`src/rtl/ldpc_acc_scheduler.sv`:
```
// Job sequencer for the LDPC check-node accumulator: issues RAM reads under a credit limit,
// tags each word through RAM + accumulator latency, and drains results through a FWFT FIFO.
module ldpc_acc_scheduler #(
    parameter int unsigned NUM_INPUTS  = 6,
    parameter int unsigned WIDTH       = 16,
    parameter int unsigned NUM_WORDS   = 1024,
    parameter int unsigned ADDR_WIDTH  = $clog2(NUM_WORDS),
    parameter int unsigned RAM_LATENCY = 1,
    parameter int unsigned ACC_LATENCY = 4,
    parameter int unsigned FIFO_DEPTH  = 8
) (
    input  logic                             i_clock,
    input  logic                             i_reset,
    input  logic                             i_start,
    input  logic [ADDR_WIDTH-1:0]            i_src_base,
    input  logic [ADDR_WIDTH-1:0]            i_dst_base,
    input  logic [ADDR_WIDTH:0]              i_count,
    output logic                             o_busy,
    output logic                             o_done,
    output logic                             o_rd_en,
    output logic [ADDR_WIDTH-1:0]            o_rd_addr,
    input  logic [NUM_INPUTS*WIDTH-1:0]      i_rd_data,
    output logic [NUM_INPUTS*WIDTH-1:0]      o_acc_data,
    input  logic [NUM_INPUTS*WIDTH-1:0]      i_acc_data,
    output logic                             o_wr_valid,
    output logic [ADDR_WIDTH-1:0]            o_wr_addr,
    output logic [NUM_INPUTS*WIDTH-1:0]      o_wr_data,
    input  logic                             i_wr_ready
);
    localparam int unsigned DATA_W  = NUM_INPUTS * WIDTH;
    localparam int unsigned CNT_W   = ADDR_WIDTH + 1;
    localparam int unsigned TAG_LEN = RAM_LATENCY + 1 + ACC_LATENCY;
    localparam int unsigned CRED_W  = $clog2(FIFO_DEPTH + 1);
    localparam int unsigned PTR_W   = (FIFO_DEPTH > 1) ? $clog2(FIFO_DEPTH) : 1;

    typedef enum logic [1:0] {IDLE, ISSUE, DRAIN, DONE} state_t;

    state_t              state_q, state_d;
    logic [CNT_W-1:0]    rem_q, rem_d;
    logic [ADDR_WIDTH-1:0] src_q, src_d, dst_q, dst_d;
    logic                rd_en_q, rd_en_d;
    logic [ADDR_WIDTH-1:0] rd_addr_q, rd_addr_d, rd_dst_q, rd_dst_d;
    logic [CRED_W-1:0]   credits_q, credits_d;
    logic                busy_q, busy_d, done_q, done_d;
    logic [TAG_LEN-1:0]  tag_vld_q, tag_vld_d;
    logic [ADDR_WIDTH-1:0] tag_addr_q [TAG_LEN];
    logic [ADDR_WIDTH-1:0] tag_addr_d [TAG_LEN];
    logic [DATA_W-1:0]   acc_data_q, acc_data_d;
    logic [DATA_W-1:0]   fifo_data_q [FIFO_DEPTH];
    logic [DATA_W-1:0]   fifo_data_d [FIFO_DEPTH];
    logic [ADDR_WIDTH-1:0] fifo_addr_q [FIFO_DEPTH];
    logic [ADDR_WIDTH-1:0] fifo_addr_d [FIFO_DEPTH];
    logic [PTR_W-1:0]    wr_ptr_q, wr_ptr_d, rd_ptr_q, rd_ptr_d;
    logic [CRED_W-1:0]   fifo_cnt_q, fifo_cnt_d, cnt_after_pop;
    logic                wr_valid_q, wr_valid_d;
    logic [ADDR_WIDTH-1:0] wr_addr_q, wr_addr_d;
    logic [DATA_W-1:0]   wr_data_q, wr_data_d;
    logic [CNT_W-1:0]    count_clamped;
    logic [CRED_W-1:0]   credits_after;
    logic                issue, pop, push;

    function automatic logic [ADDR_WIDTH-1:0] addr_inc(input logic [ADDR_WIDTH-1:0] a);
        return (a == ADDR_WIDTH'(NUM_WORDS - 1)) ? '0 : a + ADDR_WIDTH'(1);
    endfunction

    function automatic logic [PTR_W-1:0] ptr_inc(input logic [PTR_W-1:0] p);
        return (p == PTR_W'(FIFO_DEPTH - 1)) ? '0 : p + PTR_W'(1);
    endfunction

    // Control FSM; credits are reserved when a read is decided, so the limit holds one cycle ahead
    always_comb begin
        state_d       = state_q;
        rem_d         = rem_q;
        src_d         = src_q;
        dst_d         = dst_q;
        rd_addr_d     = rd_addr_q;
        rd_dst_d      = rd_dst_q;
        issue         = 1'b0;
        pop           = wr_valid_q & i_wr_ready;
        credits_after = credits_q - CRED_W'(pop);
        count_clamped = (i_count > CNT_W'(NUM_WORDS)) ? CNT_W'(NUM_WORDS) : i_count;
        case (state_q)
            IDLE: begin
                if (i_start) begin
                    if (count_clamped == '0) begin
                        state_d = DONE;
                    end else begin
                        issue     = 1'b1;
                        rd_addr_d = i_src_base;
                        src_d     = addr_inc(i_src_base);
                        rd_dst_d  = i_dst_base;
                        dst_d     = addr_inc(i_dst_base);
                        rem_d     = count_clamped - CNT_W'(1);
                        state_d   = (count_clamped == CNT_W'(1)) ? DRAIN : ISSUE;
                    end
                end
            end
            ISSUE: begin
                if (credits_after < CRED_W'(FIFO_DEPTH)) begin
                    issue     = 1'b1;
                    rd_addr_d = src_q;
                    src_d     = addr_inc(src_q);
                    rd_dst_d  = dst_q;
                    dst_d     = addr_inc(dst_q);
                    rem_d     = rem_q - CNT_W'(1);
                    if (rem_q == CNT_W'(1)) begin
                        state_d = DRAIN;
                    end
                end
            end
            DRAIN: begin
                if (credits_after == '0) begin
                    state_d = DONE;
                end
            end
            default: state_d = IDLE;
        endcase
        credits_d = credits_after + CRED_W'(issue);
        rd_en_d   = issue;
        busy_d    = (state_d == ISSUE) || (state_d == DRAIN);
        done_d    = (state_d == DONE);
    end

    // Tag pipeline, accumulator input gating and result FIFO
    always_comb begin
        tag_vld_d     = {tag_vld_q[TAG_LEN-2:0], rd_en_q};
        tag_addr_d[0] = rd_dst_q;
        for (int i = 1; i < TAG_LEN; i++) begin
            tag_addr_d[i] = tag_addr_q[i-1];
        end
        acc_data_d = tag_vld_q[RAM_LATENCY-1] ? i_rd_data : '0;

        push        = tag_vld_q[TAG_LEN-1];
        fifo_data_d = fifo_data_q;
        fifo_addr_d = fifo_addr_q;
        if (push) begin
            fifo_data_d[wr_ptr_q] = i_acc_data;
            fifo_addr_d[wr_ptr_q] = tag_addr_q[TAG_LEN-1];
        end
        wr_ptr_d      = push ? ptr_inc(wr_ptr_q) : wr_ptr_q;
        rd_ptr_d      = pop ? ptr_inc(rd_ptr_q) : rd_ptr_q;
        cnt_after_pop = fifo_cnt_q - CRED_W'(pop);
        fifo_cnt_d    = cnt_after_pop + CRED_W'(push);
        wr_valid_d    = (fifo_cnt_d != '0);
        wr_addr_d     = '0;
        wr_data_d     = '0;
        // Head register: an entry pushed into an otherwise-empty FIFO becomes the head directly
        if (cnt_after_pop == '0) begin
            if (push) begin
                wr_addr_d = tag_addr_q[TAG_LEN-1];
                wr_data_d = i_acc_data;
            end
        end else begin
            wr_addr_d = fifo_addr_q[rd_ptr_d];
            wr_data_d = fifo_data_q[rd_ptr_d];
        end
    end

    always_ff @(posedge i_clock) begin
        if (i_reset) begin
            state_q    <= IDLE;
            rem_q      <= '0;
            src_q      <= '0;
            dst_q      <= '0;
            rd_en_q    <= 1'b0;
            rd_addr_q  <= '0;
            rd_dst_q   <= '0;
            credits_q  <= '0;
            busy_q     <= 1'b0;
            done_q     <= 1'b0;
            tag_vld_q  <= '0;
            acc_data_q <= '0;
            wr_ptr_q   <= '0;
            rd_ptr_q   <= '0;
            fifo_cnt_q <= '0;
            wr_valid_q <= 1'b0;
            wr_addr_q  <= '0;
            wr_data_q  <= '0;
            for (int i = 0; i < TAG_LEN; i++) begin
                tag_addr_q[i] <= '0;
            end
        end else begin
            state_q    <= state_d;
            rem_q      <= rem_d;
            src_q      <= src_d;
            dst_q      <= dst_d;
            rd_en_q    <= rd_en_d;
            rd_addr_q  <= rd_addr_d;
            rd_dst_q   <= rd_dst_d;
            credits_q  <= credits_d;
            busy_q     <= busy_d;
            done_q     <= done_d;
            tag_vld_q  <= tag_vld_d;
            acc_data_q <= acc_data_d;
            wr_ptr_q   <= wr_ptr_d;
            rd_ptr_q   <= rd_ptr_d;
            fifo_cnt_q <= fifo_cnt_d;
            wr_valid_q <= wr_valid_d;
            wr_addr_q  <= wr_addr_d;
            wr_data_q  <= wr_data_d;
            tag_addr_q <= tag_addr_d;
        end
    end

    // FIFO storage needs no reset; occupancy alone qualifies it
    always_ff @(posedge i_clock) begin
        fifo_data_q <= fifo_data_d;
        fifo_addr_q <= fifo_addr_d;
    end

    assign o_busy     = busy_q;
    assign o_done     = done_q;
    assign o_rd_en    = rd_en_q;
    assign o_rd_addr  = rd_addr_q;
    assign o_acc_data = acc_data_q;
    assign o_wr_valid = wr_valid_q;
    assign o_wr_addr  = wr_addr_q;
    assign o_wr_data  = wr_data_q;
endmodule

```
`config.mk`:
```
export PLATFORM = sky130hd
export DESIGN_NAME = ldpc_acc_scheduler
export DESIGN_NICKNAME = d
export VERILOG_FILES = /design/src/rtl/ldpc_acc_scheduler.sv
export SDC_FILE = /design/constraint.sdc
export NUM_CORES = 1
export LEC_CHECK = 0
export BUFFER_PORTS_ARGS = -buffer_cell sky130_fd_sc_hd__buf_2
export CAP_MARGIN = 30
export CELL_PAD_IN_SITES_DETAIL_PLACEMENT = 1
export CELL_PAD_IN_SITES_GLOBAL_PLACEMENT = 2
export CORE_ASPECT_RATIO = 0.8
export CORE_MARGIN = 8
export CORE_UTILIZATION = 43
export DETAILED_ROUTE_END_ITERATION = 16
export GPL_TIMING_DRIVEN = 0
export PLACE_DENSITY = 0.81
export SYNTH_ARGS = -nofsm -noshare
export SYNTH_HDL_FRONTEND = slang
export SYNTH_SLANG_ARGS = --single-unit
```
`constraint.sdc`:
```
create_clock -name i_clock -period 11.9 [get_ports i_clock]
set_input_delay 1.19 -clock i_clock [delete_from_list [all_inputs] [get_ports i_clock]]
set_output_delay 1.19 -clock i_clock [all_outputs]
set_load 0.03 [all_outputs]
```
==> results of run 1 <==
## power by group
| part | switching (mW) | total [mW] | internal [mW] | leakage (nW) |
|---|---|---|---|---|
| Combinational | 1.29 | 1.96 | 0.665 | 6.91 |
| Clock | 1.54 | 3.50 | 1.96 | 1.77 |
| Sequential | 0.114 | 4.75 | 4.64 | 10.4 |
## state kept, by name, summed over array words and instances (netlist names), 10 cells and up
register	count
o_wr_data	96
o_wr_addr	10
rem_q	11
rd_dst_q	10
o_acc_data	96
fifo_addr_q	80
tag_addr_d	50
dst_q	10
tag_addr_q	10
o_rd_addr	10
fifo_data_q	768
src_q	10
## through the flow
step	std cells	hold slack, ns	power (mW)
finish	4534	0.433	10.2
floorplan	2492	0.414	6.06
CTS	4526	0.438	10.3
global route	4530	0.454	10.6
detailed placement	4315	0.424	6.82
global placement	4256	0.421	6.75
## cells by family after synthesis
logic type | after synthesis | synth area share (%)
adders and majority gates | 22 | 0.636
xor gates and xnor gates | 21 | 0.425
AOI/OAI and AO/OA | 364 | 6.96
muxes | 332 | 10.7
buffers and inverters | 168 | 1.68
DFF | 1187 | 74.5
and+or+nand+nor | 398 | 5.06
## worst max-delay path by stage
stage	startpoint	end	cells past startpoint
3_5_place_dp	i_wr_ready	o_wr_data[73]	11
6_report	i_wr_ready	o_wr_data[13]	11
5_1_grt	i_wr_ready	o_wr_data[13]	11
2_1_floorplan	tag_vld_q[5]	fifo_addr_q[70]	2
3_3_place_gp	tag_vld_q[5]	fifo_data_q[731]	2
4_1_cts	i_wr_ready	o_wr_data[13]	11
## worst max-delay path, cell delays in order
cell      delay [ns]
buf_2           0.10
nand2_2         0.16
inv_1           0.11
ha_1            0.21
ha_1            0.19
xor2_1          0.19
or3_1           0.43
nor4_4          0.85
clkbuf_1        0.63
a22oi_1         0.20
o221ai_1        0.21
## cells in the mapped netlist (all sizes together), types with 3 or more instances
cell type and number:
a22oi 106, nand3b 4, nor4 13, edfxtp 848
buf 56, a311oi 11, nand2b 7, nor2b 80
mux2i 225, or4 6, a21oi 34, o21ai 41
nor3 19, and2 100, xor2 10, o31a 4
nand4 7, o32ai 6, a2bb2oi 11, xnor2 11
a211oi 10, nor3b 4, inv 29, nand2 53
or3 9, dfxtp 339, and3 3, ha 22
clkbuf 83, o221ai 107, a31oi 7, o22ai 7
nor2 63, o31ai 6, mux4 106, nand3 25
## cell type report
type | instances | area (um^2) | area share (%)
flip-flops and latches | 1187 | 32300 | 62.1
multi-input cells | 1137 | 10400 | 20.0
clock buffers | 168 | 3260 | 6.28
repair buffers | 499 | 3250 | 6.27
well taps | 1325 | 1660 | 3.19
plain buffers | 139 | 621 | 1.20
clock inverters | 43 | 353 | 0.680
inverters | 29 | 109 | 0.210
diodes | 7 | 17.5 | 0.0338
## placed cells by master, fill, tap and decap left out, drive strengths merged, types with 53 or more instances in the layout
cell and n:
nor2 63, nand2 53, edfxtp 848, o221ai 107, and2 100, mux2i 225, nor2b 80, buf 555
clkbuf 251, mux4 106, dfxtp 339, a22oi 106
## metal layers
| metal | up-vias | wire length [um] |
|---|---|---|
| met5 | - | 121 |
| met4 | 18 | 2470 |
| met3 | 179 | 8510 |
| met2 | 876 | 59900 |
| met1 | 12900 | 48400 |
| li1 | 11000 | - |
==> results.cfg, run 1 <==
[cts]
clk_latency_ns = 0.69
ctsResizeCount = 0
postCtsSetupBuffers = 0
clock-sinks = 1187
cts_tree = done
clock_path_buffers = 3
cts_root_buf = clkbuf_16
cts-htree-levels = 3
ctsHoldBuffers = 0
numCtsBuffers = 112
clk_pin_slew_ns = 0.06

[sta]
worst_pin_slew_ns = 1.00
finalCritPeriodShare_pct = 33.4
rsz0062_at_grt = false
finalSetupViolCount = 0
timing.fmax_ghz = 0.251
fin_ws_ns = 7.92
max_slew_margin_pct = 32.6
skew_ns = 0.0129
slew_violations = 0
period_needed_ns = 3.98
hold_viol = 0
final.setup.tns_ns = 0

[worst_setup_path]
start_kind = input pin
cp_data_arrival_time_ns = 4.50
crit-reg2reg-capture = o_wr_data[13]
worstPathRequired_ns = 12.43
rrSetupSlack_ns = 8.16
cp_max_fo = 10
worstRegToRegCells = 10
end_kind = register
critPathKind = input pin to register
reg2reg_from = o_wr_valid

[drt]
drt.antenna.violating_nets = 0
drt-total-wl_um = 119000
vias = 25000
initialDrtViolationCount = 1943
drt_first_pass_iters = 7
viasPerCell = 5.51
drc = 0
avgRoutedWirePerCell_um = 26.3

[synth]
syn_area_per_cell_um2 = 17.4
async_flop_share_pct = 0
synth_area_mm2 = 0.0433
synth_ff_type = edfxtp_1
synth_top_area_share_pct = 58.8
synth_enable_flop_cells = 848
syn-num-nets = 2741
ys_ff_latch = 1187
post-synth-top-area-cell = edfxtp_1
yosysWarnings = 0
ys_types = 61
synth_seq_area_share_pct = 74.5
synth.area.top_cells = edfxtp_1 59%, dfxtp_1 16%, mux4_2 5.5%
syn_inst = 2492

[global_route]
grt_usage_pct = 21.1
grt-ovfl-total = 0
grt_pass1_wl_um = 177000
grt_max_degree = 28
antenna_found_initial = 28
busiest_layer = met2
grtUsageMet3_pct = 4.99
grt_pass1_vias = 27100
use_met1_pct = 26.7
use_met2_pct = 36.7

[placed_design]
place_congestion = 0.909
dpl_cell_area_mm2 = 0.0483
dp_slack_ns = 7.18
dp_hpwl_um = 83000
port_buffers = 439

[cells_and_area]
nNetsFinal = 3354
layout-drive-gt1-share_pct = 27.4
layout-area-overhead-vs-synth_pct = 19.8
final_cell_area_mm2 = 0.0519
fin_util_pct = 51.8
n_fill_cell = 9552

[floorplan]
fp.dieH_um = 300
die_w_um = 371
dieArea_mm2 = 0.111
start_util_pct = 43.2
rows = 104
core_area_mm2 = 0.100
ios = 443

[power]
vdd_drop_max_mv = 0.135
p_per_area_mw_per_mm2 = 197
power.leakage_nw = 19.1

[worst_hold_path]
hold_class = register to register
hold-path-cell-count = 1
min_to = tag_addr_d[1]
hold_start = tag_addr_d[11]

[run_status]
status = completed

[job]
drv_cap = 0
Power figures use the tool's default switching activity.
==> run 2: changes to the inputs <==
--- a/config.mk
+++ b/config.mk
@@ -5,16 +5,17 @@
 export SDC_FILE = /design/constraint.sdc
 export NUM_CORES = 1
 export LEC_CHECK = 0
+export ABC_AREA = 1
 export BUFFER_PORTS_ARGS = -buffer_cell sky130_fd_sc_hd__buf_2
 export CAP_MARGIN = 30
 export CELL_PAD_IN_SITES_DETAIL_PLACEMENT = 1
 export CELL_PAD_IN_SITES_GLOBAL_PLACEMENT = 2
 export CORE_ASPECT_RATIO = 0.8
 export CORE_MARGIN = 8
-export CORE_UTILIZATION = 43
+export CORE_UTILIZATION = 39
 export DETAILED_ROUTE_END_ITERATION = 16
 export GPL_TIMING_DRIVEN = 0
-export PLACE_DENSITY = 0.81
+export PLACE_DENSITY = 0.82
 export SYNTH_ARGS = -nofsm -noshare
 export SYNTH_HDL_FRONTEND = slang
 export SYNTH_SLANG_ARGS = --single-unit
==> constraint.sdc (replaced) <==
create_clock -name i_clock -period 3.9 [get_ports i_clock]
set_input_delay 0.39 -clock i_clock [delete_from_list [all_inputs] [get_ports i_clock]]
set_output_delay 0.39 -clock i_clock [all_outputs]
set_load 0.03 [all_outputs]
==> run 2 against run 1 <==
  * Worst setup slack got worse by 7.9 ns
  * Wire length increased by 32%
  * Register-to-register slack got worse by 8.1 ns
  * Largest power group unchanged
  * Utilization decreased by 3.3 points
  * Clock skew increased by 0.018 ns
  * Clock power increased to 3.4 times the previous value
  * Via count increased by 41%
  * Die area increased by 19%
==> results.cfg, run 2 <==
[synth]
synth_seq_area_share_pct = 68.2
async_flop_share_pct = 0
yosys-top-cells-count = 848 x edfxtp_1, 729 x inv_1, 641 x nand2_1
synth.area.top_cells = edfxtp_1 54%, dfxtp_1 14%, inv_1 5.8%
ys_types = 51
synth_area_mm2 = 0.0473
ys_ff_latch = 1187
synth_ff_type = edfxtp_1
syn_area_per_cell_um2 = 10.9
post-synth-top-area-cell = edfxtp_1
synth_enable_flop_cells = 848
yosysWarnings = 0
yosysMostFrequentCell = edfxtp_1
synth_top_area_share_pct = 53.9
syn-num-nets = 4573
syn_inst = 4324

[power]
vdd_drop_max_mv = 0.461
p_per_area_mw_per_mm2 = 651
p_total_mw = 38.0
power.leakage_nw = 24.4

[cts]
clock_path_buffers = 3
postCtsSetupBuffers = 0
clock-sinks = 1187
cts_tree = done
clk_pin_slew_ns = 0.06
numCtsBuffers = 119
cts_root_buf = clkbuf_16
clk_latency_ns = 0.74
cts-htree-levels = 3

[sta]
skew_ns = 0.0307
period_needed_ns = 3.84
finalCritPeriodShare_pct = 98.4
fin_ws_ns = 0.0639
worst_pin_slew_ns = 0.921
timing.fmax_ghz = 0.261
rsz0062_at_grt = false
finalSetupViolCount = 0
hold_viol = 0
slew_violations = 0
max_slew_margin_pct = 38.5

[drt]
drt-total-wl_um = 158000
initialDrtViolationCount = 2781
drc = 0
viasPerCell = 5.15
drt_first_pass_iters = 5
vias = 35300
drt.antenna.violating_nets = 0
avgRoutedWirePerCell_um = 23.0

[worst_setup_path]
crit-reg2reg-capture = o_wr_addr[8]
start_kind = register
cp_slowest_cell = a21oi_1
worstPathRequired_ns = 4.45
critPathKind = register to register
cp_max_fo = 10
path_delay_family = buffers and inverters
cp_data_arrival_time_ns = 4.39
critPathMaxStageDelay_ns = 0.66
reg2reg_from = o_wr_valid
rrSetupSlack_ns = 0.06
end_kind = register
crit_chain = nand2_2 -> inv_2 -> ha_1 -> ha_1 -> or2_2 -> a21oi_1 -> nand3_1 -> buf_2 -> clkbuf_2 -> a21oi_1
worstRegToRegCells = 10
path_buf_inv = 3

[cells_and_area]
top_register = fifo_data_q
nNetsFinal = 5365
largest_reg_flops = 768
layout-area-overhead-vs-synth_pct = 23.5
n_fill_cell = 13100
layout_commonest_cell = edfxtp_1
layout-drive-gt1-share_pct = 16.7
layout_common_cells = 848 x edfxtp_1, 729 x inv_1, 641 x nand2_1, 563 x buf_2, 355 x o211ai_1
fin_util_pct = 48.5

[job]
drv_cap = 0

[run_status]
status = completed

[floorplan]
die_w_um = 405
start_util_pct = 39.2
ios = 443
core_area_mm2 = 0.121
fp.dieH_um = 327
dieArea_mm2 = 0.133
rows = 114

[global_route]
antenna_found_initial = 10
grt_pass1_wl_um = 233000
grt_max_degree = 28
grt_pass1_vias = 37000
grt-ovfl-total = 0
grt_usage_pct = 23.0

[worst_hold_path]
hold-path-cell-count = 3
hold_start = i_src_base[9]
hold_class = input pin to register
min_to = o_rd_addr[9]

[placed_design]
port_buffers = 441
dp_hpwl_um = 105000
dp_slack_ns = -0.116
place_congestion = 0.809
-- run 2: changes by cell type in the layout (fill, tap and decap cells not counted), moves of 99 or more --
cell           change
inv_1            +700
nand2_1          +589
o211ai_1         +354
mux2i_1          -224
nor2_1           +221
nand3_1          +201
dlygate4sd3_1    +192
o21ai_0          +191
a21oi_1          +158
mux4_2           -106
and2_1            -99
-- run 2: stage by stage --
stage,hold WS (ns),area [um^2],setup TNS [ns],instances
after floorplan,0.388,47300,-355.55,4324
after global placement,0.392,51500,-4132.68,6389
after detailed placement,0.396,52400,-2.07,6426
after CTS,0.0156,58400,0,6843
after global routing,0.0690,58400,0,6847
final,0.0622,58400,0,6851
-- run 2: power breakdown --
| part | switching, mW | total [mW] | internal (mW) | leakage (nW) |
|---|---|---|---|---|
| logic | 8.51 | 11.7 | 3.16 | 11.9 |
| registers | 0.349 | 14.5 | 14.2 | 10.4 |
| clock network | 5.08 | 11.8 | 6.76 | 2.00 |
-- run 2: cell families (layout without fill, tap and decap cells) --
kind of cell	count (synthesis)	after routing	share of synthesized area, %
muxes	1	1	0.0212
DFF	1187	1187	68.2
buffers and inverters	985	1879	8.37
xor gates and xnor gates	23	23	0.426
other	0	8	0
and+or+nand+nor	1233	1234	11.0
AOI/OAI and AO/OA	873	873	11.4
adders and majority gates	22	22	0.582
-- run 2: area by class of cell --
class,count,area [um^2],share of cell area (%)
multi-input combinational,2153,11100,19.1
clock inverter,71,686,1.17
sequential,1187,32300,55.2
buffer,250,1210,2.07
inverter,735,2760,4.72
timing repair buffer,670,4950,8.48
tap,1624,2030,3.48
antenna,8,20.0,0.0343
clock buffer,153,3360,5.76
-- run 2: timing repair --
| action | in CTS | in global routing |
|---|---|---|
| cloned | 1 | 0 |
| resized for setup | 1 | 4 |
| pin swaps | 2 | 0 |
| hold buffers | 192 | 0 |
| endpoints found under the setup margin | 25 | 5 |
| endpoints found under the hold margin | 890 | 0 |
-- run 2: tightest hold or removal path: stages --
cell and delay [ns]:
buf_2 0.12, o21ai_0 0.09, o21ai_0 0.14
-- run 2: how the worst max path moves through the flow --
stage	from	to	depth (start not counted)
floorplan	tag_vld_q[5]	fifo_addr_q[0]	4
global placement	tag_vld_q[5]	fifo_data_q[716]	4
detailed placement	tag_vld_q[5]	fifo_data_q[527]	7
CTS	o_wr_valid	o_wr_addr[8]	10
global route	o_wr_valid	o_wr_addr[8]	12
finish	o_wr_valid	o_wr_addr[8]	10
-- run 2: routing by layer --
layer | up-vias | track usage, % | part of all wire, %
met5 | - | 0 | 0.0083
met3 | 272 | 4.22 | 6.6
met4 | 2 | 7.51 | 3.3
met1 | 17600 | 30.6 | 43
li1 | 16200 | - | -
met2 | 1197 | 38.2 | 48
